## src/rtl/vga_mem_read_arbiter_if.sv

```systemverilog
// Avalon-MM style read-only bus bundle shared by the two video requesters and the memory port.
// The master modport issues reads; the slave modport answers them.
interface vga_mem_read_arbiter_if #(
    parameter int ADDR_WIDTH = 32,
    parameter int DATA_WIDTH = 16
);
    logic                    read;
    logic [ADDR_WIDTH-1:0]   address;
    logic [DATA_WIDTH/8-1:0] byteenable;
    logic                    waitrequest;
    logic [DATA_WIDTH-1:0]   readdata;
    logic                    readdatavalid;

    modport master (
        output read, address, byteenable,
        input  waitrequest, readdata, readdatavalid
    );

    modport slave (
        input  read, address, byteenable,
        output waitrequest, readdata, readdatavalid
    );
endinterface

```

## src/rtl/vga_mem_read_arbiter.sv

```systemverilog
// Two-requester round-robin read arbiter (frame stream s0, sprite stream s1) onto one pipelined
// memory port; an in-order owner FIFO routes each returning word back to the requester that issued it.
module vga_mem_read_arbiter #(
    parameter int MM_ADDR_WIDTH     = 32,
    parameter int MM_DATA_WIDTH     = 16,
    parameter int MAX_PENDING_READS = 4
) (
    input  logic                          clk,
    input  logic                          reset,
    vga_mem_read_arbiter_if.slave         s0,
    vga_mem_read_arbiter_if.slave         s1,
    vga_mem_read_arbiter_if.master        m,
    output logic                          error
);
    localparam int PTR_W = $clog2(MAX_PENDING_READS);
    localparam int CNT_W = $clog2(MAX_PENDING_READS + 1);

    typedef enum logic [1:0] {
        ST_FREE  = 2'd0,
        ST_LOCK0 = 2'd1,
        ST_LOCK1 = 2'd2
    } state_t;

    state_t             state_q;
    logic               last_grant_q;
    logic               error_q;
    logic [PTR_W-1:0]   wr_ptr_q, wr_ptr_d;
    logic [PTR_W-1:0]   rd_ptr_q, rd_ptr_d;
    logic [CNT_W-1:0]   count_q, count_d;
    logic               owner_q [MAX_PENDING_READS];

    logic [1:0]         req_read;
    logic [1:0]         req_wait;
    logic [1:0]         req_rvalid;
    logic               grant;
    logic               grant_valid;
    logic               violation;
    logic               full;
    logic               fwd;
    logic               accept;
    logic               rvalid_in;
    logic               pop;
    logic               orphan;
    logic               head_owner;

    assign req_read = {s1.read, s0.read};

    // A locked owner keeps the bus; dropping its read while locked is a protocol violation.
    always_comb begin
        grant       = 1'b0;
        grant_valid = 1'b0;
        violation   = 1'b0;
        case (state_q)
            ST_LOCK0: begin
                grant       = 1'b0;
                grant_valid = req_read[0];
                violation   = !req_read[0];
            end
            ST_LOCK1: begin
                grant       = 1'b1;
                grant_valid = req_read[1];
                violation   = !req_read[1];
            end
            default: begin
                if (req_read[0] && req_read[1]) begin
                    grant       = !last_grant_q;
                    grant_valid = 1'b1;
                end else if (req_read[1]) begin
                    grant       = 1'b1;
                    grant_valid = 1'b1;
                end else begin
                    grant       = 1'b0;
                    grant_valid = req_read[0];
                end
            end
        endcase
    end

    // Full is judged on the registered count only, so a same-cycle return never reopens the port.
    assign full       = (count_q == CNT_W'(MAX_PENDING_READS));
    assign fwd        = grant_valid && !full && !reset;
    assign accept     = fwd && !m.waitrequest;
    assign rvalid_in  = m.readdatavalid && !reset;
    assign pop        = rvalid_in && (count_q != '0);
    assign orphan     = rvalid_in && (count_q == '0);
    assign head_owner = owner_q[rd_ptr_q];

    assign m.read       = fwd;
    assign m.address    = fwd ? (grant ? s1.address : s0.address) : '0;
    assign m.byteenable = fwd ? (grant ? s1.byteenable : s0.byteenable) : '0;

    for (genvar gi = 0; gi < 2; gi++) begin : g_req
        assign req_wait[gi]   = !(accept && (grant == 1'(gi)));
        assign req_rvalid[gi] = pop && (head_owner == 1'(gi));
    end

    assign s0.waitrequest   = req_wait[0];
    assign s1.waitrequest   = req_wait[1];
    assign s0.readdatavalid = req_rvalid[0];
    assign s1.readdatavalid = req_rvalid[1];
    assign s0.readdata      = m.readdata;
    assign s1.readdata      = m.readdata;
    assign error            = error_q;

    always_comb begin
        wr_ptr_d = wr_ptr_q;
        rd_ptr_d = rd_ptr_q;
        count_d  = count_q;
        if (accept) begin
            wr_ptr_d = wr_ptr_q + PTR_W'(1);
        end
        if (pop) begin
            rd_ptr_d = rd_ptr_q + PTR_W'(1);
        end
        if (accept && !pop) begin
            count_d = count_q + CNT_W'(1);
        end else if (!accept && pop) begin
            count_d = count_q - CNT_W'(1);
        end
    end

    always_ff @(posedge clk) begin
        if (accept) begin
            owner_q[wr_ptr_q] <= grant;
        end
    end

    always_ff @(posedge clk) begin
        if (reset) begin
            state_q      <= ST_FREE;
            last_grant_q <= 1'b1;
            wr_ptr_q     <= '0;
            rd_ptr_q     <= '0;
            count_q      <= '0;
            error_q      <= 1'b0;
        end else begin
            case (state_q)
                ST_LOCK0, ST_LOCK1: begin
                    if (violation || accept) begin
                        state_q <= ST_FREE;
                    end
                end
                default: begin
                    if (fwd && m.waitrequest) begin
                        state_q <= grant ? ST_LOCK1 : ST_LOCK0;
                    end
                end
            endcase
            if (accept) begin
                last_grant_q <= grant;
            end
            wr_ptr_q <= wr_ptr_d;
            rd_ptr_q <= rd_ptr_d;
            count_q  <= count_d;
            if (orphan || violation) begin
                error_q <= 1'b1;
            end
        end
    end
endmodule

```

## src/flat_wrapper.sv

```systemverilog
// flat-port wrapper written by rule: the top's interface ports become plain ports
module vga_mem_read_arbiter_flat 
#(
    parameter int MM_ADDR_WIDTH     = 32,
    parameter int MM_DATA_WIDTH     = 16,
    parameter int MAX_PENDING_READS = 4
)
  (clk, reset, error, s0_read, s0_address, s0_byteenable, s0_waitrequest, s0_readdata, s0_readdatavalid, s1_read, s1_address, s1_byteenable, s1_waitrequest, s1_readdata, s1_readdatavalid, m_read, m_address, m_byteenable, m_waitrequest, m_readdata, m_readdatavalid);
  vga_mem_read_arbiter_if #(.ADDR_WIDTH(32), .DATA_WIDTH(16)) s0_i ();
  vga_mem_read_arbiter_if #(.ADDR_WIDTH(32), .DATA_WIDTH(16)) s1_i ();
  vga_mem_read_arbiter_if #(.ADDR_WIDTH(32), .DATA_WIDTH(16)) m_i ();
  input  logic clk;
  input  logic reset;
  output logic error;
  input wire logic [$bits(s0_i.read)-1:0] s0_read;
  input wire logic [$bits(s0_i.address)-1:0] s0_address;
  input wire logic [$bits(s0_i.byteenable)-1:0] s0_byteenable;
  output wire logic [$bits(s0_i.waitrequest)-1:0] s0_waitrequest;
  output wire logic [$bits(s0_i.readdata)-1:0] s0_readdata;
  output wire logic [$bits(s0_i.readdatavalid)-1:0] s0_readdatavalid;
  input wire logic [$bits(s1_i.read)-1:0] s1_read;
  input wire logic [$bits(s1_i.address)-1:0] s1_address;
  input wire logic [$bits(s1_i.byteenable)-1:0] s1_byteenable;
  output wire logic [$bits(s1_i.waitrequest)-1:0] s1_waitrequest;
  output wire logic [$bits(s1_i.readdata)-1:0] s1_readdata;
  output wire logic [$bits(s1_i.readdatavalid)-1:0] s1_readdatavalid;
  output wire logic [$bits(m_i.read)-1:0] m_read;
  output wire logic [$bits(m_i.address)-1:0] m_address;
  output wire logic [$bits(m_i.byteenable)-1:0] m_byteenable;
  input wire logic [$bits(m_i.waitrequest)-1:0] m_waitrequest;
  input wire logic [$bits(m_i.readdata)-1:0] m_readdata;
  input wire logic [$bits(m_i.readdatavalid)-1:0] m_readdatavalid;
  assign s0_i.read = s0_read;
  assign s0_i.address = s0_address;
  assign s0_i.byteenable = s0_byteenable;
  assign s0_waitrequest = s0_i.waitrequest;
  assign s0_readdata = s0_i.readdata;
  assign s0_readdatavalid = s0_i.readdatavalid;
  assign s1_i.read = s1_read;
  assign s1_i.address = s1_address;
  assign s1_i.byteenable = s1_byteenable;
  assign s1_waitrequest = s1_i.waitrequest;
  assign s1_readdata = s1_i.readdata;
  assign s1_readdatavalid = s1_i.readdatavalid;
  assign m_read = m_i.read;
  assign m_address = m_i.address;
  assign m_byteenable = m_i.byteenable;
  assign m_i.waitrequest = m_waitrequest;
  assign m_i.readdata = m_readdata;
  assign m_i.readdatavalid = m_readdatavalid;
  vga_mem_read_arbiter #(.MM_ADDR_WIDTH(MM_ADDR_WIDTH), .MM_DATA_WIDTH(MM_DATA_WIDTH), .MAX_PENDING_READS(MAX_PENDING_READS)) u_core (.clk(clk), .reset(reset), .s0(s0_i), .s1(s1_i), .m(m_i), .error(error));
endmodule
```

## config.mk

```make
export PLATFORM = sky130hd
export DESIGN_NAME = vga_mem_read_arbiter_flat
export DESIGN_NICKNAME = d
export VERILOG_FILES = /design/src/rtl/vga_mem_read_arbiter_if.sv /design/src/rtl/vga_mem_read_arbiter.sv /design/src/flat_wrapper.sv
export SDC_FILE = /design/constraint.sdc
export NUM_CORES = 1
export LEC_CHECK = 0
export BUFFER_PORTS_ARGS = -buffer_cell sky130_fd_sc_hd__buf_2
export CAP_MARGIN = 40
export CORE_UTILIZATION = 33
export CTS_CLUSTER_SIZE = 28
export DETAILED_ROUTE_END_ITERATION = 10
export PLACE_DENSITY = 0.78
export SKIP_CTS_REPAIR_TIMING = 1
export SLEW_MARGIN = 30
export SYNTH_ARGS = -nofsm -noshare
export SYNTH_HDL_FRONTEND = slang
export SYNTH_SLANG_ARGS = --single-unit
export TNS_END_PERCENT = 30
```

## constraint.sdc

```tcl
create_clock -name clk -period 2.56 [get_ports clk]
set_clock_uncertainty 0.15 [all_clocks]
set_input_delay 0.384 -clock clk [delete_from_list [all_inputs] [get_ports clk]]
set_output_delay 0.384 -clock clk [all_outputs]
set_load 0.02 [all_outputs]
```

-- After elaboration in Yosys (flattened, before gate mapping)
Memory sizes are Yosys's and may differ from the RTL's. A register that Yosys moved wholly into a read port is not among the register bits.
Index checks and enable logic that the tools add are counted.
- bitwise operators: 2
- eq/ne operators: 4
- mux-type cells: 21
- reduce and logical (&&, ||, !) cells: 32
- add/subtract/negate cells: 4
- operator list (kind ; number):
    32-bit two-way mux ; 2
    2-bit two-way mux ; 8
    1-bit logical AND ; 14
    1-bit logical NOT ; 10
    1-bit two-way mux ; 6
    3-bit two-way mux ; 2
    1-bit one-hot mux with 2 select lines ; 3
    2-bit by 1-bit adder with 2-bit output, second input constant ; 2
    2-bit nonzero test ; 2
    3-bit by 1-bit adder with 3-bit output, second input constant ; 1
    3-bit equality test, second input constant ; 1
    3-bit logical NOT ; 1
    3-bit nonzero test ; 1
    3-bit by 1-bit subtractor with 3-bit output, second input constant ; 1
    2-bit by 1-bit equality test with 1-bit output, second input constant ; 1
    2-bit equality test, second input constant ; 1
    1-bit logical OR ; 2
    2-bit by 1-bit != test with 1-bit output, second input constant ; 1
    1-bit NOT ; 2
    2-bit AND reduction ; 1
    2-bit OR reduction ; 1
- output and inout port bits: 72
- memories: 1
- word-level logic and storage cells: 70
- bits in registers: 11
- input bits: 90
- bits in writable memories: 4
- memory list (memory ; words ; width ; rd ports ; clocked after memory_dff ; write ports ; RTL line ; RTL):
    u_core.owner_q ; 4 ; 1 ; 1 ; 1 ; 1 ; vga_mem_read_arbiter.sv:30 ; logic owner_q [MAX_PENDING_READS];

-- Logic depth before layout (Yosys ltp)
- depth in word-level cells: 10
- depth in mapped cells: 12
- gate-level depth less buffers: 10

-- Worst setup path before layout
OpenSTA, ideal clock, no wires.
- path kind: register to register
- from: reg u_core.state_q[0]
- to: reg u_core.count_q[2]
- setup slack: -0.246 ns
- stages on the path, launching flop included: 13
- library setup time: 0.071 ns
- clock period less this slack: 2.806 ns
- data arrival time: 2.585 ns
- path through: dfxtp_1 -> inv_1 -> ha_1 -> buf_6 -> o21ai_2 -> a2111oi_2 -> buf_4 -> ha_1 -> inv_1 -> fa_1 -> xor2_1 -> or3_1 -> a21oi_1
- cells in the longest elaborated chain, start to end: 8
- elaborated cells on any way between the ends: 11
- those cells by class: eq/ne: 2; mux: 2; reduce/logical: 7
- ends and longest elaborated chain (what ; RTL line ; RTL):
    start, declared ; vga_mem_read_arbiter.sv:24 ; state_t state_q;
    start signal, assigned ; vga_mem_read_arbiter.sv:145 ; state_q <= grant ? ST_LOCK1 : ST_LOCK0;
    2-bit equality test or 2-bit by 1-bit equality test with 1-bit output (tied branches) ; vga_mem_read_arbiter.sv:53 ; case (state_q)
    1-bit one-hot mux with 2 select lines (*) ; vga_mem_read_arbiter.sv:53 ;
    1-bit logical AND (*) (2 in a row) ; vga_mem_read_arbiter.sv:81 ; assign fwd = grant_valid && !full && !reset;
    1-bit logical AND (*) ; vga_mem_read_arbiter.sv:82 ; assign accept = fwd && !m.waitrequest;
    named net u_core.accept ; vga_mem_read_arbiter.sv:40 ; logic accept;
    1-bit logical NOT ; vga_mem_read_arbiter.sv:117 ; end else if (!accept && pop) begin
    1-bit logical AND ; vga_mem_read_arbiter.sv:117 ;
    2-bit nonzero test (no source line) ; n/a ;
    end signal, assigned ; vga_mem_read_arbiter.sv:154 ; count_q <= count_d;
    end, declared ; vga_mem_read_arbiter.sv:29 ; logic [CNT_W-1:0] count_q, count_d;
Mark *: on every way through the listed nets, which the timed path passes. The rest lies on a longest branch.
A chain may end at the register's enable or synchronous reset.

-- Worst setup path in the final report
- from: reg u_core.state_q[0]
- to: reg u_core.count_q[2]
- cells in the longest elaborated chain, start to end: 8
- elaborated cells on any way between the ends: 11
- those cells by class: eq/ne: 2; mux: 2; reduce/logical: 7
- ends and longest elaborated chain (what ; RTL line):
    2-bit equality test or 2-bit by 1-bit equality test with 1-bit output (tied branches) ; vga_mem_read_arbiter.sv:53
    1-bit one-hot mux with 2 select lines (*) ; vga_mem_read_arbiter.sv:53
    1-bit logical AND (*) (2 in a row) ; vga_mem_read_arbiter.sv:81
    1-bit logical AND (*) ; vga_mem_read_arbiter.sv:82
    1-bit logical NOT ; vga_mem_read_arbiter.sv:117
    1-bit logical AND ; vga_mem_read_arbiter.sv:117
    2-bit nonzero test (no source line) ; n/a
Mark *: on every way between the ends. The rest lies on a longest branch, timed or not.

==> summary.md <==
| Metric | Value |
|---|---|
| Iter 0 DRT Violations | 61 |
| Detailed Place HPWL | 3320 microns |
| Status | finished with violations |
| Placer Congestion | 0.762 |
| Antenna violations before repair | 0 |
| Hold WC Path Type | primary input to flip-flop |
| Slew HR | 0.688 |
| WHS | 0.286 ns |
| Area delta synth->final | 37.8% |
| Layout cells sized above 1 | 0.489 |
| Reg power frac | 0.243 |
| CP bufs+invs | 2 |
| Predominant post-synthesis flop cell | dfxtp_1 |
| 1st-pass router iterations | 4 |
| Mapped Cells | 231 |
| CP Launch Type | flip-flop |
| Slew @ Worst Pin | 0.468 ns |
| Final Hold Viols | 0 |
| Arr. time, crit path | 2.61 ns |
| Switching share of power | 0.453 |
| Pwr per Cell Area | 697 nW/um^2 |
| Area contributors post-synth | nand2_1, dfxtp_1, buf_4, a21oi_1, edfxtp_1 |
| Worst setup EP type | flip-flop |
| Comb power frac | 0.631 |
| CTS tree | yes |
| Post-synth ARST share | 0 |
| Hold path start | m_readdatavalid |
| Yosys Warn Count | 0 |
| Min cycle time layout | 2.58 ns |
| Synth Register Bits | 17 |
| Slew Limit Fails | 0 |
| Crit-path max FO | 3 |
| DRT antenna net count | 0 |
| Post-Place Cell Area | 2070 sq um |
| Max H-tree Level | 1 |
| Clk pwr share | 0.125 |
| Die ar. | 5240 sq um |
| FILL cells | 508 |
| Post-synthesis sequential area ratio | 0.232 |
| Die extent in y | 72.4 microns |
| Number of global-route vias before repair | 1426 |
| Clock Pin Slew Worst Setup and Hold Paths | 0.06 ns |
| Cell Chain, Critical Path | inv_2, ha_4, o21ai_2, a2111oi_4, ha_4, inv_2, fa_2, xor2_1, or3_1, a21oi_1 |
| Commonest cells after routing, fill and taps aside | buf_2, nand2_1, a21oi_1 |
| IO Pins | 162 |
| Endpoints failing setup | 1 |
| Synth Cell Area | 1640 sq um |
| P_sw | 712 uW |
| Internal power | 860 uW |
| FP Rows | 25 |
| Most common cell after layout, fill and taps aside | buf_2 |
| Skew-Pair Late Insertion Delay | 0.25 ns |
| Max Cap Viol | 0 |
| DR DRC count | 0 |
| CTS buffer count | 3 |
| Global-route wire length before repair | 6270 microns |
| RSZ-0062 raised after global routing | yes |
| Clock sink total | 17 |
| Quantity of I/O buffers inserted on ports | 113 |
| CP delay by family, top | adder cells |
| FMAX | 388 MHz |
| Die W | 72.4 microns |
| Vias post-DR | 1746 |
| Crit path from | u_core.state_q[0] |
| Leading area contributor after synthesis | nand2_1 |
| GRT Overall Usage | 0.151 |
| R2R Path Start | u_core.state_q[0] |
| Average size of a mapped cell | 7.08 sq um |
| Routed vias/inst | 4.59 |
| CP max stage delay | 0.44 ns |
| Largest net degree at the start of global routing | 38 |
| Total wire length | 4500 microns |
| Leakage | 1.13 nW |
| GR Overflow Total | 0 |
| Slowest stage cell, crit path | a2111oi_4 |
| Wire per inst | 11.8 microns |
| R2r setup slk | -0.02 ns |
| Worst path required time | 2.59 ns |
| Clock root buffer master | clkbuf_8 |
| Sum of negative setup slack | -0.0164 ns |
| Initial Util | 0.344 |
| Core area | 4750 sq um |
| Post-synth EDFFs | 4 |
| Violated checks | setup timing |
| Nets@finish | 412 |
| Synth top area share | 0.163 |
| Design area | 2260 sq um |
| Final setup margin | -0.0164 ns |
| Worst-case clock buffer depth | 2 |
| Worst VDD drop | 0.000288 V |
| Cell variety after synth | 37 |
| Period utilization | 1.01 |
| Critical path class | flip-flop to flip-flop |
| N_diodes | 0 |
| Syn_nets | 329 |
==> logic make-up after synthesis <==
family / share of synthesized area
multiplexers: 0.0398
AO/OA/AOI/OAI: 0.181
XOR/XNOR: 0.0268
flip-flops: 0.232
AND/OR/NAND/NOR: 0.239
buffers and inverters: 0.216
adder cells (fa/ha/maj): 0.0657
==> per-stage QoR <==
stage | utilization | power (mW) | cells | setup slack, ns
2_1_floorplan | - | 1.08 | 231 | -0.0686
3_3_place_gp | 0.436 | 1.27 | 374 | -0.0184
3_5_place_dp | 0.436 | 1.29 | 374 | -0.0893
4_1_cts | 0.446 | 1.50 | 378 | -0.130
5_1_grt | 0.474 | 1.69 | 380 | -0.111
6_report | 0.474 | 1.57 | 380 | -0.0164
==> power by group through the flow <==
stage | Combinational [mW] | Clock (mW) | Sequential [mW]
final | 0.993 | 0.197 | 0.382
after global placement | 0.885 | 0 | 0.383
after detailed placement | 0.900 | 0 | 0.387
after CTS | 0.907 | 0.208 | 0.382
after global routing | 1.09 | 0.213 | 0.392
after floorplan | 0.700 | 0 | 0.383
==> synthesized netlist by cell type, drive strengths merged (2+ instances only) <==
| library cell | n |
|---|---|
| ha | 7 |
| or3 | 2 |
| clkbuf | 4 |
| and2 | 5 |
| xor2 | 3 |
| xnor2 | 2 |
| a21oi | 38 |
| o21ai | 3 |
| nand2b | 2 |
| mux2i | 3 |
| buf | 41 |
| nor3b | 2 |
| nand2 | 71 |
| nor2 | 7 |
| edfxtp | 4 |
| dfxtp | 13 |
| inv | 10 |
==> cell type report <==
cell class                      instances  area (sq um)  area share
Multi-Input combinational cell        159           986       0.437
Timing Repair Buffer                  123           719       0.319
Sequential cell                        17           383       0.170
Tap cell                               67          83.8      0.0372
Clock buffer                            3          41.3      0.0183
Inverter                               10          37.5      0.0166
Clock inverter                          1          5.00     0.00222
==> routing by layer <==
metal,GRT usage,part of all wire,vias up
met3,0.0458,0.068,12
li1,-,-,883
met5,0,0,-
met1,0.173,0.39,786
met2,0.265,0.53,65
met4,0.0523,0.015,0
==> path summary, 6_finish.rpt <==
check,endpoint,cells past startpoint
hold / removal,u_core.error,3
setup / recovery,u_core.count_q[2],10
setup reg to reg,u_core.count_q[2],10
hold reg to reg,flip-flop,2
==> tightest hold or removal path: cells and delay by family <==
kind	cells	cell delay, ns
buf+inv	1	0.09
compound gates	2	0.18
No activity file was read; power rests on OpenSTA's default activity.
